--- src/rtl/j1_io_pkg.sv ---
// j1_io_pkg: shared definitions for the J1 UART I/O peripheral.
//   - register offsets decoded from mem_addr[1:0]
//   - STATUS register bit positions
//   - transmitter and receiver state encodings
package j1_io_pkg;

    localparam logic [1:0] REG_DATA   = 2'd0;
    localparam logic [1:0] REG_STATUS = 2'd1;
    localparam logic [1:0] REG_DIV    = 2'd2;
    localparam logic [1:0] REG_CTRL   = 2'd3;

    localparam int ST_TX_READY  = 0;
    localparam int ST_RX_AVAIL  = 1;
    localparam int ST_RX_FULL   = 2;
    localparam int ST_OVERRUN   = 3;
    localparam int ST_FRAME_ERR = 4;

    typedef enum logic [1:0] {
        TX_IDLE  = 2'd0,
        TX_START = 2'd1,
        TX_DATA  = 2'd2,
        TX_STOP  = 2'd3
    } tx_state_t;

    typedef enum logic [1:0] {
        RX_IDLE  = 2'd0,
        RX_START = 2'd1,
        RX_DATA  = 2'd2,
        RX_STOP  = 2'd3
    } rx_state_t;

endpackage

--- src/rtl/j1_sync_fifo.sv ---
// j1_sync_fifo: small synchronous FIFO with show-ahead head output.
// Ports:
//   clk, resetq      clock, asynchronous active-low reset (empties FIFO)
//   push, din        write request and data; ignored when full unless popping
//   pop              read request; ignored when empty
//   head             oldest entry (valid while !empty)
//   full, empty      occupancy flags
//   count            number of stored entries
module j1_sync_fifo #(
    parameter int WIDTH = 8,
    parameter int DEPTH = 4
) (
    input  logic                       clk,
    input  logic                       resetq,
    input  logic                       push,
    input  logic [WIDTH-1:0]           din,
    input  logic                       pop,
    output logic [WIDTH-1:0]           head,
    output logic                       full,
    output logic                       empty,
    output logic [$clog2(DEPTH):0]     count
);
    localparam int AW = $clog2(DEPTH);

    logic [WIDTH-1:0] mem [DEPTH];
    logic [AW-1:0]    wr_ptr;
    logic [AW-1:0]    rd_ptr;
    logic             do_push;
    logic             do_pop;

    assign empty   = (count == '0);
    assign full    = (count == (AW+1)'(DEPTH));
    assign head    = mem[rd_ptr];
    assign do_pop  = pop & ~empty;
    // A simultaneous pop frees the slot this push needs.
    assign do_push = push & (~full | do_pop);

    always_ff @(posedge clk) begin
        if (do_push) mem[wr_ptr] <= din;
    end

    always_ff @(posedge clk or negedge resetq) begin
        if (!resetq) begin
            wr_ptr <= '0;
            rd_ptr <= '0;
            count  <= '0;
        end else begin
            if (do_push) wr_ptr <= wr_ptr + 1'b1;
            if (do_pop)  rd_ptr <= rd_ptr + 1'b1;
            case ({do_push, do_pop})
                2'b10:   count <= count + 1'b1;
                2'b01:   count <= count - 1'b1;
                default: count <= count;
            endcase
        end
    end

endmodule

--- src/rtl/j1_uart_io.sv ---
// j1_uart_io: memory-mapped UART for the J1 I/O bus.
// Ports:
//   clk, resetq   clock, asynchronous active-low reset
//   io_rd, io_wr  core I/O strobes; mem_addr selects, dout is write data
//   io_din        combinational read data (0 when not selected)
//   uart_rx       asynchronous serial input
//   uart_tx       registered serial output (idle high)
//   rx_irq        registered, high while the RX FIFO holds data
// Bus handshake: there is no ready/stall. A strobe (io_wr or io_rd) high at
// a clock edge with the block selected is the transaction; it is always
// accepted in that cycle. Read data is valid whenever the address is valid.
module j1_uart_io
    import j1_io_pkg::*;
#(
    parameter logic [15:0] BASE       = 16'hF000,
    parameter logic [15:0] DIV_RST    = 16'd433,
    parameter int          FIFO_DEPTH = 4
) (
    input  logic        clk,
    input  logic        resetq,
    input  logic        io_rd,
    input  logic        io_wr,
    input  logic [15:0] mem_addr,
    input  logic [15:0] dout,
    output logic [15:0] io_din,
    input  logic        uart_rx,
    output logic        uart_tx,
    output logic        rx_irq
);
    localparam int CW = $clog2(FIFO_DEPTH) + 1;

    // ---------------- bus decode ----------------
    logic       sel;
    logic [1:0] offset;
    logic       wr_data, wr_div, wr_ctrl, rd_pop;

    assign sel     = (mem_addr[15:2] == BASE[15:2]);
    assign offset  = mem_addr[1:0];
    assign wr_data = io_wr & sel & (offset == REG_DATA);
    assign wr_div  = io_wr & sel & (offset == REG_DIV);
    assign wr_ctrl = io_wr & sel & (offset == REG_CTRL);

    // ---------------- state ----------------
    logic [15:0] div;
    logic [7:0]  tx_hold;
    logic        tx_full;
    logic        overrun, frame_err;

    tx_state_t   tx_state, tx_state_d;
    logic [15:0] tx_cnt, tx_cnt_d;
    logic [2:0]  tx_bit, tx_bit_d;
    logic [7:0]  tx_shift, tx_shift_d;
    logic        tx_load, tx_line_d;

    rx_state_t   rx_state, rx_state_d;
    logic [15:0] rx_cnt, rx_cnt_d;
    logic [2:0]  rx_bit, rx_bit_d;
    logic [7:0]  rx_shift, rx_shift_d;
    logic        rx_s1, rx_s2, rx_prev;
    logic        stop_ok, stop_bad, rx_push;

    logic [7:0]    fifo_head;
    logic          fifo_full, fifo_empty;
    logic [CW-1:0] fifo_count;

    assign rd_pop  = io_rd & sel & (offset == REG_DATA) & ~fifo_empty;
    assign rx_push = stop_ok & (~fifo_full | rd_pop);

    // ---------------- TX next state ----------------
    always_comb begin
        tx_state_d = tx_state;
        tx_load    = 1'b0;
        tx_shift_d = tx_shift;
        tx_bit_d   = tx_bit;
        tx_line_d  = 1'b1;
        unique case (tx_state)
            TX_IDLE: if (tx_full) begin
                tx_state_d = TX_START;
                tx_load    = 1'b1;
            end
            TX_START: if (tx_cnt == 16'd0) tx_state_d = TX_DATA;
            TX_DATA: if (tx_cnt == 16'd0) begin
                tx_shift_d = {1'b0, tx_shift[7:1]};
                tx_bit_d   = tx_bit + 3'd1;
                if (tx_bit == 3'd7) tx_state_d = TX_STOP;
            end
            TX_STOP: if (tx_cnt == 16'd0) begin
                // A byte already waiting starts straight away so that
                // back-to-back frames have no idle gap between them.
                if (tx_full) begin
                    tx_state_d = TX_START;
                    tx_load    = 1'b1;
                end else begin
                    tx_state_d = TX_IDLE;
                end
            end
        endcase
        if (tx_load) tx_shift_d = tx_hold;
        if (tx_state == TX_START) tx_bit_d = 3'd0;
        // Each bit lasts div+1 clocks; reload at every bit boundary so a
        // divisor change takes effect from the next bit.
        tx_cnt_d = (tx_state == TX_IDLE || tx_cnt == 16'd0) ? div : tx_cnt - 16'd1;
        unique case (tx_state_d)
            TX_START: tx_line_d = 1'b0;
            TX_DATA:  tx_line_d = tx_shift_d[0];
            default:  tx_line_d = 1'b1;
        endcase
    end

    // ---------------- RX next state ----------------
    always_comb begin
        rx_state_d = rx_state;
        rx_shift_d = rx_shift;
        rx_bit_d   = rx_bit;
        stop_ok    = 1'b0;
        stop_bad   = 1'b0;
        unique case (rx_state)
            RX_IDLE: if (rx_prev && !rx_s2) rx_state_d = RX_START;
            RX_START: if (rx_cnt == 16'd0) begin
                // Line back high at mid-start: treat as a glitch.
                rx_state_d = rx_s2 ? RX_IDLE : RX_DATA;
                rx_bit_d   = 3'd0;
            end
            RX_DATA: if (rx_cnt == 16'd0) begin
                rx_shift_d = {rx_s2, rx_shift[7:1]};
                rx_bit_d   = rx_bit + 3'd1;
                if (rx_bit == 3'd7) rx_state_d = RX_STOP;
            end
            RX_STOP: if (rx_cnt == 16'd0) begin
                rx_state_d = RX_IDLE;
                stop_ok    = rx_s2;
                stop_bad   = ~rx_s2;
            end
        endcase
        // Idle preloads half a bit so the start bit is sampled mid-bit.
        if (rx_state == RX_IDLE)   rx_cnt_d = div >> 1;
        else if (rx_cnt == 16'd0)  rx_cnt_d = div;
        else                       rx_cnt_d = rx_cnt - 16'd1;
    end

    // ---------------- registers ----------------
    always_ff @(posedge clk or negedge resetq) begin
        if (!resetq) begin
            tx_state  <= TX_IDLE;
            rx_state  <= RX_IDLE;
            tx_cnt    <= 16'd0;
            rx_cnt    <= 16'd0;
            tx_bit    <= 3'd0;
            rx_bit    <= 3'd0;
            tx_shift  <= 8'h00;
            rx_shift  <= 8'h00;
            uart_tx   <= 1'b1;
            rx_s1     <= 1'b1;
            rx_s2     <= 1'b1;
            rx_prev   <= 1'b1;
            div       <= DIV_RST;
            tx_hold   <= 8'h00;
            tx_full   <= 1'b0;
            overrun   <= 1'b0;
            frame_err <= 1'b0;
            rx_irq    <= 1'b0;
        end else begin
            tx_state <= tx_state_d;
            rx_state <= rx_state_d;
            tx_cnt   <= tx_cnt_d;
            rx_cnt   <= rx_cnt_d;
            tx_bit   <= tx_bit_d;
            rx_bit   <= rx_bit_d;
            tx_shift <= tx_shift_d;
            rx_shift <= rx_shift_d;
            uart_tx  <= tx_line_d;
            rx_s1    <= uart_rx;
            rx_s2    <= rx_s1;
            rx_prev  <= rx_s2;

            if (wr_div) div <= dout;

            // Load and write are exclusive: load needs full, write needs empty.
            if (tx_load) tx_full <= 1'b0;
            if (wr_data && !tx_full) begin
                tx_hold <= dout[7:0];
                tx_full <= 1'b1;
            end

            // Clears come first so an error in the same cycle still sticks.
            if (wr_ctrl && dout[0]) overrun   <= 1'b0;
            if (wr_ctrl && dout[1]) frame_err <= 1'b0;
            if (stop_ok && fifo_full && !rd_pop) overrun <= 1'b1;
            if (stop_bad) frame_err <= 1'b1;

            // Tracks the FIFO's next occupancy so it changes with the count.
            rx_irq <= rx_push | (~fifo_empty & ~(rd_pop & (fifo_count == CW'(1))));
        end
    end

    // ---------------- RX FIFO ----------------
    j1_sync_fifo #(
        .WIDTH (8),
        .DEPTH (FIFO_DEPTH)
    ) u_rx_fifo (
        .clk    (clk),
        .resetq (resetq),
        .push   (rx_push),
        .din    (rx_shift),
        .pop    (rd_pop),
        .head   (fifo_head),
        .full   (fifo_full),
        .empty  (fifo_empty),
        .count  (fifo_count)
    );

    // ---------------- read mux ----------------
    always_comb begin
        io_din = 16'h0000;
        if (sel) begin
            unique case (offset)
                REG_DATA:   io_din = fifo_empty ? 16'h0000 : {8'h00, fifo_head};
                REG_STATUS: begin
                    io_din[ST_TX_READY]  = ~tx_full;
                    io_din[ST_RX_AVAIL]  = ~fifo_empty;
                    io_din[ST_RX_FULL]   = fifo_full;
                    io_din[ST_OVERRUN]   = overrun;
                    io_din[ST_FRAME_ERR] = frame_err;
                end
                REG_DIV:    io_din = div;
                default:    io_din = 16'h0000;
            endcase
        end
    end

endmodule

--- config.mk ---
export PLATFORM = sky130hd
export DESIGN_NAME = j1_uart_io
export DESIGN_NICKNAME = d
export VERILOG_FILES = /design/src/rtl/j1_io_pkg.sv /design/src/rtl/j1_sync_fifo.sv /design/src/rtl/j1_uart_io.sv
export SDC_FILE = /design/constraint.sdc
export NUM_CORES = 1
export LEC_CHECK = 0
export ABC_AREA = 1
export CAP_MARGIN = 20
export CORE_MARGIN = 2
export CORE_UTILIZATION = 59
export DETAILED_ROUTE_END_ITERATION = 12
export PLACE_DENSITY = 0.81
export SLEW_MARGIN = 0
export SYNTH_ARGS = -nofsm -noshare
export SYNTH_HDL_FRONTEND = slang
export SYNTH_SLANG_ARGS = --single-unit
--- constraint.sdc ---
create_clock -name clk -period 2.78 [get_ports clk]
set_clock_uncertainty 0.15 [all_clocks]
set_input_delay 0.417 -clock clk [delete_from_list [all_inputs] [get_ports clk]]
set_output_delay 0.417 -clock clk [all_outputs]
set_load 0.01 [all_outputs]
==> results.yml, run 1 <==
floorplan:
  core_mm2: 0.01132
  ios: 55
  start_util_pct: 59.77
  rows: 39
  fp.dieW_um: 111.1
  die_area_mm2: 0.01234
  fp.dieH_um: 111.1
hold_path:
  holdPathStages: 0
  hold_class: "reg -> reg"
worst_setup_path:
  crit_required_ns: 2.21
  reg2reg_to: "u_rx_fifo.count[2]$_DFFE_PN0P_"
  crit_type: "reg -> out"
  startpoint: "u_rx_fifo.count[1]$_DFFE_PN0P_"
  ff2ff_path_depth: 12
  cp-end-kind: "output pin"
  crit_end: "io_din[4]"
  r2r_slack_ns: 0.31
  critPathMaxFanout: 4
  start_kind: "register"
  arrival_ns: 2.13
  timing.rr.start: "rx_cnt[0]$_DFF_PN0_"
routing:
  ant_nets: 0
  wirelength_um: 17000
  routedWlPerCell_um: 16.88
  via_per_inst: 5.632
  first_pass_iters: 5
  first_iter_violations: 666
  drc: 0
  vias: 5671
placement:
  port_buffers: 54
  dp_slack_ns: -0.08625
  gp_congestion: 0.9143
  post-dp-hpwl_um: 11970
  post_dp_cell_area_mm2: 0.007530
logic_synthesis:
  syn_inst: 768
  yosys_warnings: 0
  synthFlopType: "dfrtp_1"
  synth_area_per_cell_um2: 8.811
  yosysUniqueCellTypes: 40
  ys_seq_area_share_pct: 50.24
  ys_seq_elements: 129
  synth_enable_flop_cells: 32
  syn-num-nets: 825
  synth_area_mm2: 0.006766
  async_flop_share_pct: 75.19
cells_and_area:
  syn_to_final_growth_pct: 21.76
  seq_area_mm2: 0.003400
  nets: 908
  layout-drive-gt1-share_pct: 15.86
  multiInputGateArea_mm2: 0.002899
  final_cell_area_mm2: 0.008239
  nFillCells: 811
  n_antenna_cell: 0
cts:
  cts_tree: "yes"
  clockBufferDepth: 2
  clk_latency_ns: 0.42
  cts.sinks: 129
  cts_buffers: 17
  clk_pin_slew_ns: 0.06
  root_buffer: "clkbuf_16"
  htreeDepth: 4
flow_run:
  cap_violations: 0
sta:
  fin_crit_sh_pct: 96.89
  setup_viol: 0
  post-route-min-period_ns: 2.694
  hold_viol: 0
  slew_headroom_pct: 52.94
  tightest_slew_ns: 0.7051
  slew_viol_final: 0
  max_freq_mhz: 371.2
  setup_ws_ns: 0.08634
global_routing:
  grt_pass1_wl_um: 27910
  grt_usage_pct: 28.80
  grt_pass1_vias: 5712
  grt_max_degree: 60
  overflow: 0
  antenna_found_initial: 0
power_and_ir_drop:
  p_leak_nw: 3.904
  peakVddDrop_uv: 682.2
  power_density_mw_per_mm2: 896.8
outcome:
  status: "completed"
## placed cells by master (no fill, tap or decap), types with 4 or more instances in the layout
cell,Yosys,routed
o21ai_0,61,61
nor2_4,5,6
clkbuf_16,0,18
nand4_1,8,8
inv_2,6,8
xnor2_1,12,12
dfstp_2,9,9
clkdlybuf4s50_1,0,37
nor2_2,14,15
nand3_2,5,5
edfxtp_1,32,32
ha_1,20,19
nand3_1,39,39
nor2_1,71,69
dfrtp_1,88,88
nor3_1,12,12
dlygate4sd2_1,0,11
dlymetal6s2s_1,0,4
xor2_1,17,17
nand2_2,12,12
a21oi_1,14,12
nand2_1,163,163
o21ai_1,36,36
buf_4,0,28
nor3_2,4,4
o22ai_1,8,8
clkbuf_8,0,4
inv_1,89,87
## Yosys cell counts, types with 4 or more instances
cell type / number / area share [%]
inv_2: 6 / 0.33
nor2_4: 5 / 0.83
buf_6: 6 / 1.0
dfstp_2: 9 / 3.5
dfrtp_1: 88 / 33
edfxtp_1: 32 / 14
nand4_1: 8 / 0.74
nor2_1: 71 / 3.9
nor3_1: 12 / 0.89
clkbuf_1: 5 / 0.28
nand2_1: 163 / 9.0
nor2_2: 14 / 1.3
nor3_2: 4 / 0.59
nand3_2: 5 / 0.74
inv_1: 89 / 4.9
buf_2: 9 / 0.67
a21oi_1: 14 / 1.0
o21ai_0: 61 / 4.5
ha_1: 20 / 3.7
xor2_1: 17 / 2.2
xnor2_1: 12 / 1.6
o22ai_1: 8 / 0.74
o21ai_1: 36 / 2.7
nand2_2: 12 / 1.1
nand3_1: 39 / 2.9
## cell families (layout without fill, tap and decap cells)
| kind of cell | Yosys count | after routing | share of synthesized area (%) |
|---|---|---|---|
| and+or+nand+nor | 344 | 344 | 24.46 |
| AOI/OAI and AO/OA | 131 | 131 | 10.63 |
| DFF | 129 | 129 | 50.24 |
| buffers and inverters | 115 | 211 | 7.211 |
| xor gates and xnor gates | 29 | 29 | 3.754 |
| adders and majority gates | 20 | 20 | 3.698 |
## registers in the layout, indices dropped and copies added, names as in the netlist, 3 cells and up, named ones only
register / cells
div: 16
rx_bit: 3
tx_hold: 8
u_rx_fifo.mem: 32
rx_cnt: 16
tx_cnt: 16
u_rx_fifo.count: 3
rx_shift: 8
tx_bit: 3
tx_shift: 8
## critical path: stages, from the launching register on
cell and delay, ns:
dfrtp_1 0.40, inv_2 0.08, ha_2 0.18, inv_1 0.06, nor2_4 0.16, nor3_4 0.07, buf_4 0.14, buf_4 0.13
a21oi_2 0.13, nor2_1 0.06, dlygate4sd2_1 0.29
## cell type report
class | count | share of cell area (%)
clock inverters | 9 | 1.427
clock buffers | 23 | 6.181
multi-input cells | 524 | 35.19
inverters | 95 | 4.328
flip-flops and latches | 129 | 41.26
well taps | 143 | 2.172
repair buffers | 84 | 9.446
## per-layer routing
| layer | vias up | global-route usage (%) | share of wire (%) |
|---|---|---|---|
| li1 | 2665 | - | - |
| met1 | 2690 | 36.36 | 41 |
| met2 | 262 | 47.08 | 49 |
| met3 | 54 | 7.709 | 7.3 |
| met4 | 0 | 12.43 | 3.2 |
| met5 | - | 0 | 0 |
## metrics by stage
step	hold slack [ns]	instances	setup TNS [ns]	util, %	total power [mW]
floorplan	-0.02859	768	0	-	4.476
global placement	0.1966	967	-0.01989	66.51	4.854
detailed placement	0.1973	967	-0.4137	66.51	4.978
CTS	0.2061	1004	0	72.39	7.373
global route	0.2095	1007	-0.06363	72.78	7.824
finish	0.2048	1007	0	72.78	7.389
## where the power goes
group          switching, mW  internal [mW]
sequential             0.290           2.28
combinational           1.57          0.912
clock                  0.849           1.48
total                   2.71           4.68
## worst min-delay path by stage
stage                         start                          to  slack [ns]
finish              rx_s1$_DFF_PN1_             rx_s2$_DFF_PN1_        0.20
CTS                 rx_s1$_DFF_PN1_             rx_s2$_DFF_PN1_        0.21
global placement    rx_s1$_DFF_PN1_             rx_s2$_DFF_PN1_        0.20
global route        rx_s1$_DFF_PN1_             rx_s2$_DFF_PN1_        0.21
floorplan                    resetq  asynchronous set/reset pin       -0.03
detailed placement  rx_s1$_DFF_PN1_             rx_s2$_DFF_PN1_        0.20
## repair_timing
item,4_1_cts,5_1_grt
buffers inserted,4,3
endpoints found under the hold margin,35,0
pin swaps,1,2
resized for setup,17,9
cloned,0,0
hold buffers,1,0
setup endpoints to repair,12,10
No activity file was read; power rests on OpenSTA's default activity.
==> run 2: changes to the inputs <==
--- a/config.mk
+++ b/config.mk
@@ -6,11 +6,12 @@
 export NUM_CORES = 1
 export LEC_CHECK = 0
 export ABC_AREA = 1
-export CAP_MARGIN = 20
+export CAP_MARGIN = 10
 export CORE_MARGIN = 2
-export CORE_UTILIZATION = 59
+export CORE_UTILIZATION = 60
 export DETAILED_ROUTE_END_ITERATION = 12
-export PLACE_DENSITY = 0.81
+export GPL_ROUTABILITY_DRIVEN = 0
+export PLACE_DENSITY = 0.82
 export SLEW_MARGIN = 0
 export SYNTH_ARGS = -nofsm -noshare
 export SYNTH_HDL_FRONTEND = slang
==> constraint.sdc (replaced) <==
create_clock -name clk -period 3.1 [get_ports clk]
set_clock_uncertainty 0.15 [all_clocks]
set_input_delay 0.465 -clock clk [delete_from_list [all_inputs] [get_ports clk]]
set_output_delay 0.465 -clock clk [all_outputs]
set_load 0.01 [all_outputs]
==> run 2 against run 1 <==
Effect of this change: total power down 12%; first-iteration DRC count down 27%; final cell count down 1.2%; non-clock buffer count down 9; die area down 1.6%; count of clock-buffer cells in the layout down 5; sequential share of layout area up 0.67 points; setup slack better by 0.023 ns; combinational power down 11%; wire length down 3.4%; sequential power down 10%; largest cell class unchanged.
==> results.yml, run 2 (synthesis gave the netlist of run 1 again) <==
floorplan:
  core_mm2: 0.01094
  die_area_mm2: 0.01214
  rows: 38
  fp.dieH_um: 110.2
  start_util_pct: 61.88
  fp.dieW_um: 110.2
  ios: 55
worst_setup_path:
  arrival_ns: 2.38
  crit_type: "in -> out"
  cp_num_buf_inv: 3
  slowest_delay_ns: 0.59
  worstPathCellList: "clkdlybuf4s50_1 -> nand4_1 -> nor2_1 -> nand2_1 -> inv_1 -> nand2_1 -> a31oi_1 -> clkdlybuf4s50_1"
  critPathMaxFanout: 5
  start_kind: "primary input"
  cp-end-kind: "output pin"
  cp_top_family: "buffers and inverters"
  crit_slowest_cell: "clkdlybuf4s50_1"
  crit_required_ns: 2.48
sta:
  setup_ws_ns: 0.1097
  fin_crit_sh_pct: 96.46
  setup_viol: 0
  hold_viol: 0
  slew_viol_final: 0
  post-route-min-period_ns: 2.990
  max_freq_mhz: 334.4
  tightest_slew_ns: 0.6591
  slew_headroom_pct: 56.01
  setup-tns-final_ns: 0
  rsz0062_at_grt: "false"
cts:
  htreeDepth: 4
  cts_tree: "yes"
  root_buffer: "clkbuf_16"
  clk_latency_ns: 0.42
  clk_pin_slew_ns: 0.06
  clockBufferDepth: 2
  cts_buffers: 17
  cts.sinks: 129
global_routing:
  overflow: 0
  grt_max_degree: 44
  grt_pass1_vias: 5517
  grt_pass1_wl_um: 26050
  antenna_found_initial: 0
  grt_usage_pct: 28.74
cells_and_area:
  final_cell_mix: "nand2_1, inv_1, dfrtp_1"
  top_register: "u_rx_fifo.mem"
  nets: 899
  layout-drive-gt1-share_pct: 14.27
  syn_to_final_growth_pct: 19.82
  nFillCells: 777
  largest_reg_flops: 32
  final_cell_area_mm2: 0.008108
  seq_area_mm2: 0.003400
  n_antenna_cell: 0
  utilization_pct: 74.14
  multiInputGateArea_mm2: 0.002879
  final_common_cell: "nand2_1"
power_and_ir_drop:
  power.total_mw: 6.484
  power_density_mw_per_mm2: 799.7
  p_leak_nw: 3.783
  peakVddDrop_uv: 719.5
placement:
  post-dp-hpwl_um: 11590
  dp_slack_ns: 0.1341
  post_dp_cell_area_mm2: 0.007483
  port_buffers: 54
routing:
  first_pass_iters: 7
  drc: 0
  wirelength_um: 16430
  ant_nets: 0
  first_iter_violations: 485
  vias: 5626
  via_per_inst: 5.654
  routedWlPerCell_um: 16.51
hold_path:
  hold_class: "reg -> reg"
outcome:
  status: "completed"
flow_run:
  cap_violations: 0
## run 2: cell types whose count changed in the layout (fill, tap and decap cells not counted), sizes merged, moves of 2 or more
cell,delta
dlygate4sd2,-11
clkinv,+2
clkdlybuf4s50,+11
clkinvlp,+3
buf,-9
clkbuf,-5
## run 2: metrics by stage
stage               hold WS, ns  std cells
finish                   0.2061        995
CTS                      0.2064        993
floorplan               0.01941        768
global route             0.2083        995
detailed placement       0.1981        960
global placement         0.1961        960
## run 2: repair_timing
item,in CTS,in global routing
endpoints found under the hold margin,35,0
setup endpoints to repair,0,7
setup buffers,0,2
gates resized for setup,0,6
hold buffers,1,0
## run 2: worst paths after layout
check | startpoint | to | slack (ns) | cells after the start
setup / recovery | mem_addr[14] | io_din[2] | 0.11 | 8
hold / removal | rx_s1$_DFF_PN1_ | rx_s2$_DFF_PN1_ | 0.21 | 0
setup reg to reg | rx_cnt[0]$_DFF_PN0_ | u_rx_fifo.count[2]$_DFFE_PN0P_ | 0.62 | 12
hold reg to reg | rx_s1$_DFF_PN1_ | rx_s2$_DFF_PN1_ | 0.21 | 0
max in group asynchronous | resetq | div[8]$_DFFE_PN1P_ | 1.60 | 3
min in group asynchronous | resetq | rx_cnt[13]$_DFF_PN0_ | 0.43 | 2
## run 2: area by class of cell
type                    instances  area share [%]
clock buffers                  18           5.293
clock inverters                14           1.944
inverters                      95           4.398
multi-input cells             524           35.51
flip-flops and latches        129           41.93
well taps                     140           2.160
repair buffers                 75           8.765
## run 2: where the power goes
group	internal (mW)	switching (mW)	leakage, nW
clock network	1.19	0.768	0.277
registers	2.05	0.261	1.58
logic	0.807	1.41	1.93
## run 2: per-layer routing
| metal | routed length (um) | global-route usage, % | up-vias |
|---|---|---|---|
| li1 | - | - | 2649 |
| met1 | 6749 | 34.91 | 2731 |
| met2 | 8203 | 48.95 | 209 |
| met3 | 1000 | 6.526 | 37 |
| met4 | 478 | 12.95 | 0 |
| met5 | 0 | 0 | - |
